`src/rtl/cpu_pkg.sv`:
```
// Constants and types shared by controller and sort_engine.
package cpu_pkg;

  localparam int DATA_W   = 4;
  localparam int ADDR_W   = 3;
  localparam int RF_DEPTH = 8;
  localparam int LEN_W    = 4;

  typedef enum logic [2:0] {
    IDLE,
    READ,
    SORT,
    WRITE,
    DONE
  } sort_state_t;

  // Requested element count limited to the buffer depth.
  function automatic logic [LEN_W-1:0] clamp_len(
    input logic [LEN_W-1:0] len,
    input logic [LEN_W-1:0] max_len
  );
    return (len > max_len) ? max_len : len;
  endfunction

endpackage

```
`src/rtl/sort_buffer.sv`:
```
// Local element buffer: two capture ports, one compare-swap port, one read port.
module sort_buffer #(
  parameter int DATA_W = 4,
  parameter int DEPTH  = 8
) (
  input  logic                     clk,
  input  logic                     clear,
  input  logic                     wr0_en,
  input  logic [$clog2(DEPTH)-1:0] wr0_idx,
  input  logic [DATA_W-1:0]        wr0_data,
  input  logic                     wr1_en,
  input  logic [$clog2(DEPTH)-1:0] wr1_idx,
  input  logic [DATA_W-1:0]        wr1_data,
  input  logic                     swap_en,
  input  logic [$clog2(DEPTH)-1:0] swap_idx,
  input  logic                     descending,
  input  logic [$clog2(DEPTH)-1:0] rd_idx,
  output logic [DATA_W-1:0]        rd_data
);

  localparam int IDX_W = $clog2(DEPTH);

  logic [DATA_W-1:0] mem [DEPTH];
  logic [DATA_W-1:0] lo;
  logic [DATA_W-1:0] hi;
  logic              do_swap;

  // Neighbour pair at swap_idx and whether it is out of order (equal never swaps).
  always_comb begin
    lo      = mem[swap_idx];
    hi      = mem[swap_idx + IDX_W'(1)];
    do_swap = descending ? (hi > lo) : (hi < lo);
  end

  assign rd_data = mem[rd_idx];

  // Storage update: synchronous clear, capture writes, compare-swap.
  always_ff @(posedge clk) begin
    if (clear) begin
      for (int unsigned n = 0; n < DEPTH; n++) begin
        mem[n] <= '0;
      end
    end else begin
      if (wr0_en) mem[wr0_idx] <= wr0_data;
      if (wr1_en) mem[wr1_idx] <= wr1_data;
      if (swap_en && do_swap) begin
        mem[swap_idx]              <= hi;
        mem[swap_idx + IDX_W'(1)]  <= lo;
      end
    end
  end

endmodule

```
`src/rtl/sort_engine.sv`:
```
// Register-file sort sequencer: read range, bubble-sort locally, write back.
module sort_engine #(
  parameter int DATA_W  = cpu_pkg::DATA_W,
  parameter int ADDR_W  = cpu_pkg::ADDR_W,
  parameter int MAX_LEN = cpu_pkg::RF_DEPTH
) (
  input  logic              clk,
  input  logic              reset,
  input  logic              start,
  input  logic              descending,
  input  logic [ADDR_W-1:0] src_base,
  input  logic [ADDR_W-1:0] dst_base,
  input  logic [3:0]        length,
  output logic [ADDR_W-1:0] rf_read_address1,
  output logic [ADDR_W-1:0] rf_read_address2,
  input  logic [DATA_W-1:0] rf_read_data1,
  input  logic [DATA_W-1:0] rf_read_data2,
  output logic [ADDR_W-1:0] rf_write_address,
  output logic [DATA_W-1:0] rf_write_data,
  output logic              rf_write_enable,
  output logic              busy,
  output logic              done,
  output logic [DATA_W-1:0] last_written
);

  import cpu_pkg::*;

  localparam int IDX_W = $clog2(MAX_LEN);

  sort_state_t       state;
  sort_state_t       state_d;
  logic              desc_q;
  logic [ADDR_W-1:0] dst_q;
  logic [LEN_W-1:0]  len_q;
  logic [LEN_W-1:0]  len_in;
  logic [LEN_W-1:0]  pairs;
  logic [LEN_W-1:0]  cnt;
  logic [LEN_W-1:0]  cap_base;
  logic [IDX_W-1:0]  i_q;
  logic [IDX_W-1:0]  j_q;
  logic              j_last;
  logic              i_last;
  logic              cap_en;
  logic [DATA_W-1:0] buf_rd;

  assign len_in   = clamp_len(length, LEN_W'(MAX_LEN));
  assign pairs    = (len_q + LEN_W'(1)) >> 1;
  assign cap_base = (cnt - LEN_W'(1)) << 1;
  assign j_last   = (LEN_W'(j_q) == len_q - LEN_W'(2) - LEN_W'(i_q));
  assign i_last   = (LEN_W'(i_q) == len_q - LEN_W'(2));
  assign cap_en   = (state == READ) && (cnt != '0);

  // READ cycle cnt captures the pair addressed in cycle cnt-1; the odd tail slot is dropped.
  sort_buffer #(
    .DATA_W (DATA_W),
    .DEPTH  (MAX_LEN)
  ) u_buf (
    .clk        (clk),
    .clear      (reset),
    .wr0_en     (cap_en),
    .wr0_idx    (IDX_W'(cap_base)),
    .wr0_data   (rf_read_data1),
    .wr1_en     (cap_en && (cap_base + LEN_W'(1) < len_q)),
    .wr1_idx    (IDX_W'(cap_base + LEN_W'(1))),
    .wr1_data   (rf_read_data2),
    .swap_en    (state == SORT),
    .swap_idx   (j_q),
    .descending (desc_q),
    .rd_idx     (IDX_W'(cnt)),
    .rd_data    (buf_rd)
  );

  // Next-state selection.
  always_comb begin
    state_d = state;
    unique case (state)
      IDLE:    if (start) state_d = (len_in == '0) ? DONE : READ;
      READ:    if (cnt == pairs) state_d = (len_q == LEN_W'(1)) ? WRITE : SORT;
      SORT:    if (j_last && i_last) state_d = WRITE;
      WRITE:   if (cnt == len_q - LEN_W'(1)) state_d = DONE;
      DONE:    state_d = IDLE;
      default: state_d = IDLE;
    endcase
  end

  // Status and write-back port, all zero outside their active states.
  always_comb begin
    busy             = (state != IDLE);
    done             = (state == DONE);
    rf_write_enable  = (state == WRITE);
    rf_write_address = '0;
    rf_write_data    = '0;
    if (state == WRITE) begin
      rf_write_address = dst_q + ADDR_W'(cnt);
      rf_write_data    = buf_rd;
    end
  end

  // State register, latched parameters, counters and read-address pipeline.
  always_ff @(posedge clk) begin
    if (reset) begin
      state            <= IDLE;
      desc_q           <= 1'b0;
      dst_q            <= '0;
      len_q            <= '0;
      cnt              <= '0;
      i_q              <= '0;
      j_q              <= '0;
      rf_read_address1 <= '0;
      rf_read_address2 <= '0;
      last_written     <= '0;
    end else begin
      state <= state_d;
      unique case (state)
        IDLE: begin
          if (start) begin
            desc_q <= descending;
            dst_q  <= dst_base;
            len_q  <= len_in;
            cnt    <= '0;
            i_q    <= '0;
            j_q    <= '0;
            if (len_in != '0) begin
              rf_read_address1 <= src_base;
              rf_read_address2 <= src_base + ADDR_W'(1);
            end
          end
        end
        READ: begin
          if (cnt + LEN_W'(1) < pairs) begin
            rf_read_address1 <= rf_read_address1 + ADDR_W'(2);
            rf_read_address2 <= rf_read_address2 + ADDR_W'(2);
          end
          cnt <= (cnt == pairs) ? '0 : cnt + LEN_W'(1);
        end
        SORT: begin
          if (j_last) begin
            j_q <= '0;
            i_q <= i_q + IDX_W'(1);
          end else begin
            j_q <= j_q + IDX_W'(1);
          end
        end
        WRITE: begin
          last_written <= buf_rd;
          cnt          <= cnt + LEN_W'(1);
        end
        default: ;
      endcase
    end
  end

endmodule

```
`config.mk`:
```
export PLATFORM = sky130hd
export DESIGN_NAME = sort_engine
export DESIGN_NICKNAME = d
export VERILOG_FILES = /design/src/rtl/cpu_pkg.sv /design/src/rtl/sort_buffer.sv /design/src/rtl/sort_engine.sv
export SDC_FILE = /design/constraint.sdc
export NUM_CORES = 1
export LEC_CHECK = 0
export CORE_MARGIN = 8
export CORE_UTILIZATION = 40
export DETAILED_ROUTE_END_ITERATION = 12
export PLACE_DENSITY_LB_ADDON = 0.3
export RECOVER_POWER = 100
export SETUP_SLACK_MARGIN = 0.15
export SYNTH_ARGS = -nofsm -noshare
export SYNTH_HDL_FRONTEND = slang
export SYNTH_HIERARCHICAL = 1
export SYNTH_SLANG_ARGS = --single-unit
```
`constraint.sdc`:
```
create_clock -name clk -period 7.5 [get_ports clk]
set_clock_uncertainty 0.05 [all_clocks]
set_input_delay 1.5 -clock clk [delete_from_list [all_inputs] [get_ports clk]]
set_output_delay 1.5 -clock clk [all_outputs]
set_load 0.01 [all_outputs]
```
=== Word-level counts from Yosys, hierarchy flattened ===
Memory sizes are Yosys's and may differ from the RTL's. A register that Yosys moved wholly into a read port is not among the register bits.
Index checks and enable logic that the tools add are counted.

* Bits in registers: 31
* Memory bits (writable): 32
* Input bits: 22
* Output and inout bits: 20
* Memories kept: 1

{| class="wikitable"
|+ Memories
! memory !! depth !! bits a word !! read ports !! clocked after memory_dff !! wr ports !! RTL line !! RTL
|-
| u_buf.mem || 8 || 4 || 3 || 2 || 8 || sort_buffer.sv:23 || <nowiki>logic [DATA_W-1:0] mem [DEPTH];</nowiki>
|}

* Add/sub/neg operators: 13
* $lt $le $gt $ge: 5
* Eq/ne operators: 16
* Multiplexer cells: 54
* Reductions and logical operators: 22

{| class="wikitable"
|+ Operators by type and width
! kind !! number
|-
| $mux W3 || 23
|-
| $mux W4 || 8
|-
| $pmux W3 S2 || 4
|-
| $mux W1 || 17
|-
| $reduce_or A4 Y1 || 4
|-
| $add A4 B1 Y4 const B || 3
|-
| $pmux W3 S4 || 1
|-
| $pmux W4 S3 || 1
|-
| $add A3 B1 Y3 const B || 3
|-
| $eq A3 B4 Y1 || 2
|-
| $lt A4 B4 Y1 || 2
|-
| $ne A2 B2 Y1 const B || 4
|-
| $reduce_and A4 Y1 || 2
|-
| $reduce_bool A4 Y1 || 2
|-
| $add A3 B2 Y3 const B || 2
|-
| $eq A3 B2 Y1 const B || 2
|-
| $ne A2 B1 Y1 const B || 3
|-
| $reduce_and A2 Y1 || 3
|-
| $reduce_bool A3 Y1 || 2
|-
| $eq A4 B1 Y1 const B || 1
|-
| $eq A4 B3 Y1 || 1
|-
| $eq A4 B4 Y1 || 1
|-
| $gt A4 B4 Y1 || 1
|-
| $gt A4 B4 Y1 const B || 1
|-
| other kinds (13) || 17
|}

=== Logic depth before layout (Yosys ltp) ===
Gate-level depths: netlist of the first run.

* Depth in word-level cells: 10
* Mapped depth: 14

=== Modules after synthesis ===
The synthesis of the first run kept the hierarchy.

{| class="wikitable"
|+ By module, submodules not included
! module !! times used !! cells an instance !! area an instance (um^2)
|-
| sort_buffer || 1 || 340 || 3,372.0
|-
| sort_engine || 1 || 252 || 2,167.1
|}

=== Worst setup path before layout of the first run ===
No wires, ideal clock.

* Path kind: reg-to-reg
* From: register j_q[0]
* To: memory u_buf.mem[5][0] (enable)
* Setup time: 0.283 ns
* Data arrival time: 3.293 ns
* Data required time: 7.167 ns
* Path slack: 3.874 ns
* Stages on the path, launching flop included: 12
* Period minus slack after synthesis: 3.626 ns
* Cell sequence: dfxtp_1 > ha_1 > xor2_4 > buf_6 > mux4_2 > mux2_4 > ha_1 > nor2b_1 > o211ai_1 > a21o_1 > a22oi_1 > or4_1

{| class="wikitable"
|+ RTL lines
! item !! RTL line !! RTL
|-
| start, declared || sort_engine.sv:40 || <nowiki>logic [IDX_W-1:0] j_q;</nowiki>
|-
| start signal, assigned || sort_engine.sv:141 || <nowiki>j_q <= j_q + IDX_W'(1);</nowiki>
|-
| end, declared || sort_buffer.sv:23 ||
|}

==> impl_metrics.ini, run 1 <==
[routing]
drt_iter0_markers = 624
drc = 0
drt_pre_antenna_iters = 5
detail_route.wl_per_cell_um = 21.0
viasPerCell = 6.23
final_antenna_net_count = 0
vias = 5035
routed_wl_mm = 17.0

[yosys]
synthTopCellsByArea = edfxtp_1 17%, dfxtp_1 11%, mux4_2 6.1%
synth_edf_count = 32
syn_area_um2 = 5540
yosysUniqueCellTypes = 83
synthFlopType = edfxtp_1
async_flop_share_pct = 0
netlist.top_cell.by_area = edfxtp_1
yosysMostFrequentCell = nand2_1
netlist_top_cells_count = 54 x nand2_1, 33 x a21oi_1, 32 x edfxtp_1, 32 x nor2_1
postSynthCellCount = 592
syn_area_per_cell_um2 = 9.36
ys_seq_elements = 63
yosysWarnings = 6
synth_top_area_share_pct = 17.3
ys_seq_area_share_pct = 28.6

[finish]
fill_cells = 1317
design_area_um2 = 6290
layout-drive-gt1-share_pct = 9.71
areaGrowthSynthToFinish_pct = 13.6
antenna_cells = 0
fin_nets = 672
fin_cells = 808
seqCellArea_um2 = 1580
multi_input_area_um2 = 3650
final_core_util_pct = 45.9

[power]
leakagePower_nw = 2.35
p_per_area_nw_per_um2 = 230
vdd_drop_max_uv = 116

[critical_path]
cp-end-kind = register
critical_path.cell_chain = clkbuf_1, ha_1, xor2_4, mux4_2, mux2_1, ha_1, nor2b_1, o211ai_1, nand4b_1, a22oi_1, or4_1
required_ns = 7.49
arrival_ns = 5.80
crit_type = register to register
path_common_cell = ha_1
cp_max_fo = 47
setup.worst_path.start_class = register
max_stage_delay_ns = 1.43
cp_slowest_cell = clkbuf_1

[floorplan]
rows = 43
die_area_um2 = 17900
io_pins = 42
core_um2 = 13700
fp.dieW_um = 134
die_h_um = 134
initial_core_util_pct = 40.4

[clock_network]
cts_buffers = 9
cts.sinks = 63
clk_path_buf_depth = 2
clk_latency_ns = 0.34
cts_post_setup_buffers_inserted = 0
htreeDepth = 3
holdBufCountCts = 0
cts-resized-gates = 0
cts_tree = yes
cts-root-buf = clkbuf_16
clkTransAtPathRegs_ns = 0.06

[global_route]
antenna_found_initial = 0
grt_pass1_vias = 4789
grt_start_max_net_pins = 48
track_usage_pct = 19.3
grt_first_pass_wirelength_mm = 27.2
grt_overflow = 0

[status]
violations = max-capacitance violations, max-slew violations
status = complete, but fails checks

[placement]
routabilityCongestion = 1.03
place_hpwl_mm = 13.1
numPortBuffers = 41
placed_cell_area_um2 = 6020
dp.cells = 792

[timing]
max_slew_margin_pct = -33.6
finalSetupViolCount = 0
setup_tns_ns = 0
fin_crit_sh_pct = 77.5
fmax_ghz = 0.172
finalCriticalPeriod_ns = 5.81
maxSlewViolCount = 48
final_hold_viol_count = 0
worst_pin_slew_ns = 2.00
rsz0062_at_grt = no

[job]
drv_cap = 1

[hold_path]
min_path_type = register to register
==> logic make-up after synthesis <==
| logic type | share of synthesized area [%] |
|---|---|
| and+or+nand+nor | 19.6 |
| AOI/OAI and AO/OA | 22.4 |
| DFF | 28.6 |
| buffers and inverters | 5.90 |
| muxes | 12.9 |
| adders and majority gates | 6.37 |
| xor gates and xnor gates | 4.20 |
| other | 0.136 |
==> layer usage <==
metal | global-route usage, % | vias to the layer above | wire length, um
met3 | 3.92 | 39 | 1280
met2 | 29.2 | 228 | 7660
met4 | 8.61 | 0 | 548
li1 | - | 2332 | -
met1 | 25.9 | 2436 | 7470
met5 | 0 | - | 0
==> critical path: cells and delay by family (launching register included) <==
| family | cells | cell delay [ns] |
|---|---|---|
| AOI/OAI and AO/OA | 2 | 0.79 |
| xor gates and xnor gates | 1 | 0.43 |
| adders and majority gates | 2 | 0.85 |
| buffers and inverters | 1 | 1.43 |
| DFF | 1 | 0.30 |
| muxes | 2 | 0.83 |
| and+or+nand+nor | 3 | 0.81 |
==> layout by cell type, fill, tap and decap left out, types with 8 or more instances in the layout <==
master,count
a22oi_1,31
nor3b_1,10
nand2_1,54
nand3b_1,13
ha_1,25
xor2_1,8
mux2i_1,9
dfxtp_1,31
dlygate4sd3_1,22
a21oi_1,33
inv_1,25
a22o_1,11
a2bb2oi_1,10
o22ai_1,30
nand3_1,12
o21ai_0,16
clkdlybuf4s50_1,19
mux4_2,15
nor3_1,29
edfxtp_1,32
nor2_1,32
xnor2_1,11
clkbuf_16,9
conb_1,10
==> through the flow <==
stage               setup slack [ns]  hold WS [ns]  total power, mW
CTS                             2.82         0.405             1.46
global placement                2.92         0.394             1.02
detailed placement              2.84         0.397             1.04
global route                    1.31         0.422             1.53
floorplan                       3.87         0.391            0.890
finish                          1.69         0.398             1.45
==> area by class of cell <==
class	instances	share of cell area (%)
repair buffers	47	7.12
clock buffers	10	3.64
multi-input cells	475	57.9
clock inverters	6	0.974
flip-flops and latches	63	25.1
well taps	180	3.58
inverters	27	1.61
==> flip-flops by register name, indices dropped and copies added, names as in the netlist <==
register,count
rf_read_address2,3
last_written,4
u_buf/mem,32
desc_q,1
len_q,4
rf_read_address1,3
dst_q,3
cnt,4
i_q,3
j_q,3
state,3
==> worst paths after layout <==
| kind | from | end | slack, ns | depth (start not counted) |
|---|---|---|---|---|
| worst max-delay path | j_q[0]$_SDFFE_PP0P_ | u_buf/mem[0][2]$_DFFE_PP_ | 1.69 | 11 |
| worst min-delay path | last_written[0]$_SDFFE_PP0P_ | last_written[0]$_SDFFE_PP0P_ | 0.40 | 2 |
| worst max register to register | j_q[0]$_SDFFE_PP0P_ | u_buf/mem[0][2]$_DFFE_PP_ | 1.69 | 11 |
| worst min register to register | last_written[0]$_SDFFE_PP0P_ | last_written[0]$_SDFFE_PP0P_ | 0.40 | 2 |
==> where the power goes <==
part / internal [mW] / switching, mW
logic: 0.235 / 0.337
registers: 0.400 / 0.0619
clock network: 0.256 / 0.157
total: 0.891 / 0.556
(Power assumes the default switching activity.)
==> inputs of run 2 (changes only) <==
clock period = 4.8 ns   (was 7.5 ns; I/O delays follow)
==> run 2 against run 1 <==
  * The flow now finishes without violations
  * Sequential power grew 55%
  * Register-to-register slack worse by 1.2 ns
  * Sequential cell count did not move
  * Sequential share of layout area hardly changed
  * Non-clock buffer count grew 6
  * Via count rose by 1.1%
  * Cell area about the same
  * Global-route usage grew 0.70 points
  * First-iteration DRC count fell by 31%
  * Critical path depth down 2
  * Total power up 55%
==> impl_metrics.ini, run 2 (synthesized netlist as in run 1, its figures left out) <==
[floorplan]
io_pins = 42
die_area_um2 = 17900
rows = 43
die_h_um = 134
initial_core_util_pct = 40.4
core_um2 = 13700
fp.dieW_um = 134

[global_route]
grt_start_max_net_pins = 47
grt_first_pass_wirelength_mm = 27.7
track_usage_pct = 20.0
antenna_found_initial = 0
grt_pass1_vias = 4925
grt_overflow = 0

[clock_network]
cts.sinks = 63
cts_tree = yes
cts_buffers = 9
cts-root-buf = clkbuf_16
cts_post_setup_buffers_inserted = 0
htreeDepth = 3
clk_path_buf_depth = 2
clk_latency_ns = 0.34
clkTransAtPathRegs_ns = 0.05
holdBufCountCts = 0
cts-resized-gates = 0

[timing]
setup_tns_ns = 0
final_hold_viol_count = 0
maxSlewViolCount = 0
finalCriticalPeriod_ns = 4.31
postLayoutSetupSlackWorst_ns = 0.494
finalSetupViolCount = 0
max_slew_margin_pct = 4.81
worst_pin_slew_ns = 1.41
fin_crit_sh_pct = 89.7
rsz0062_at_grt = no
fmax_ghz = 0.232

[power]
power_switching_uw = 861
netSwitchingFraction_pct = 38.4
vdd_drop_max_uv = 181
pwr-share-seq_pct = 32.0
leakagePower_nw = 2.36
cell_internal_pwr_mw = 1.38
pwr-share-clk_pct = 28.2
pwr-share-comb_pct = 39.8
p_per_area_nw_per_um2 = 356

[finish]
final_core_util_pct = 45.9
top_register = u_buf/mem
layout_common_cells = 56 x nand2_1, 33 x a21oi_1, 32 x nor2_1, 32 x edfxtp_1
areaGrowthSynthToFinish_pct = 13.6
largest_reg_flops = 32
layout-drive-gt1-share_pct = 9.78
fin_nets = 678
antenna_cells = 0
mostFrequentLayoutCell = nand2_1
fill_cells = 1357
seqCellArea_um2 = 1580
multi_input_area_um2 = 3610

[critical_path]
cp-startpoint = j_q[0]$_SDFFE_PP0P_
setup.worst_path.start_class = register
critical_path.cell_chain = clkbuf_2, mux4_1, mux2_4, ha_1, nor2b_1, o211ai_1, a21o_1, a22oi_1, or4_1
cp_slowest_cell = clkbuf_2
cp-end-kind = register
arrival_ns = 4.32
required_ns = 4.81
endpoint = u_buf/mem[6][0]$_DFFE_PP_
r2r_start = j_q[0]$_SDFFE_PP0P_
max_stage_delay_ns = 0.73
rr_endpoint = u_buf/mem[6][0]$_DFFE_PP_
crit_type = register to register
reg2reg_setup_slack_ns = 0.49
cp_max_fo = 46
ff2ff_path_depth = 9

[routing]
viasPerCell = 6.25
drc = 0
drt_iter0_markers = 430
drt_pre_antenna_iters = 5
detail_route.wl_per_cell_um = 22.0
routed_wl_mm = 17.9
vias = 5090
final_antenna_net_count = 0

[placement]
routabilityCongestion = 1.02
place_hpwl_mm = 13.8
numPortBuffers = 41
dp_slack_ns = 0.751

[status]
status = finished, final reports clean

[hold_path]
min_path_type = register to register
min_from = last_written[1]$_SDFFE_PP0P_
min_path_cells = 2

[job]
drv_cap = 0
run 2: power by group through the flow:
| stage | clock [mW] | sequential [mW] | combinational (mW) |
|---|---|---|---|
| finish | 0.633 | 0.717 | 0.891 |
| global route | 0.663 | 0.727 | 0.974 |
| CTS | 0.645 | 0.720 | 0.919 |
| detailed placement | 0 | 0.730 | 0.913 |
| global placement | 0 | 0.727 | 0.891 |
| floorplan | 0 | 0.684 | 0.706 |
run 2: cell type report:
class | count | share of cell area, %
Clock inverter | 5 | 0.776
Multi-Input combinational cell | 475 | 57.4
Sequential cell | 63 | 25.1
Inverter | 27 | 1.61
Tap cell | 180 | 3.58
Clock buffer | 11 | 3.70
Timing Repair Buffer | 53 | 7.80
run 2: metal layers:
layer / global-route usage (%) / wire (um) / up-vias
li1: - / - / 2349
met1: 26.8 / 7910 / 2494
met2: 30.3 / 8130 / 212
met3: 4.07 / 1290 / 35
met4: 9.05 / 592 / 0
met5: 0 / 0 / -
run 2: per-stage QoR:
| stage | hold slack, ns | instances | power, mW | cell area (um2) |
|---|---|---|---|---|
| 2_1_floorplan | 0.391 | 600 | 1.39 | 5570 |
| 3_3_place_gp | 0.394 | 798 | 1.62 | 6070 |
| 3_5_place_dp | 0.397 | 798 | 1.64 | 6070 |
| 4_1_cts | 0.404 | 814 | 2.28 | 6350 |
| 5_1_grt | 0.434 | 814 | 2.36 | 6290 |
| 6_report | 0.399 | 814 | 2.24 | 6290 |
run 2: critical path, delay by kind of cell, from the launching register on:
| family | cells | cell delay, ns |
|---|---|---|
| AOI/OAI and AO/OA | 3 | 0.80 |
| adders and majority gates | 1 | 0.33 |
| buffers and inverters | 1 | 0.73 |
| DFF | 1 | 0.33 |
| muxes | 2 | 0.99 |
| and+or+nand+nor | 2 | 0.79 |
run 2: worst min path at each step:
stage | endpoint | slack, ns
after floorplan | dst_q[0]$_SDFFE_PP0P_ | 0.39
after global placement | last_written[0]$_SDFFE_PP0P_ | 0.39
after detailed placement | last_written[1]$_SDFFE_PP0P_ | 0.40
after CTS | last_written[1]$_SDFFE_PP0P_ | 0.40
after global routing | last_written[3]$_SDFFE_PP0P_ | 0.43
final | last_written[1]$_SDFFE_PP0P_ | 0.40
==> inputs of run 3 (changes only) <==
CTS_CLUSTER_DIAMETER = 60   (was unset)
==> results of run 3 <==
The final DEF is identical to that of run 2; final timing and power are the same.
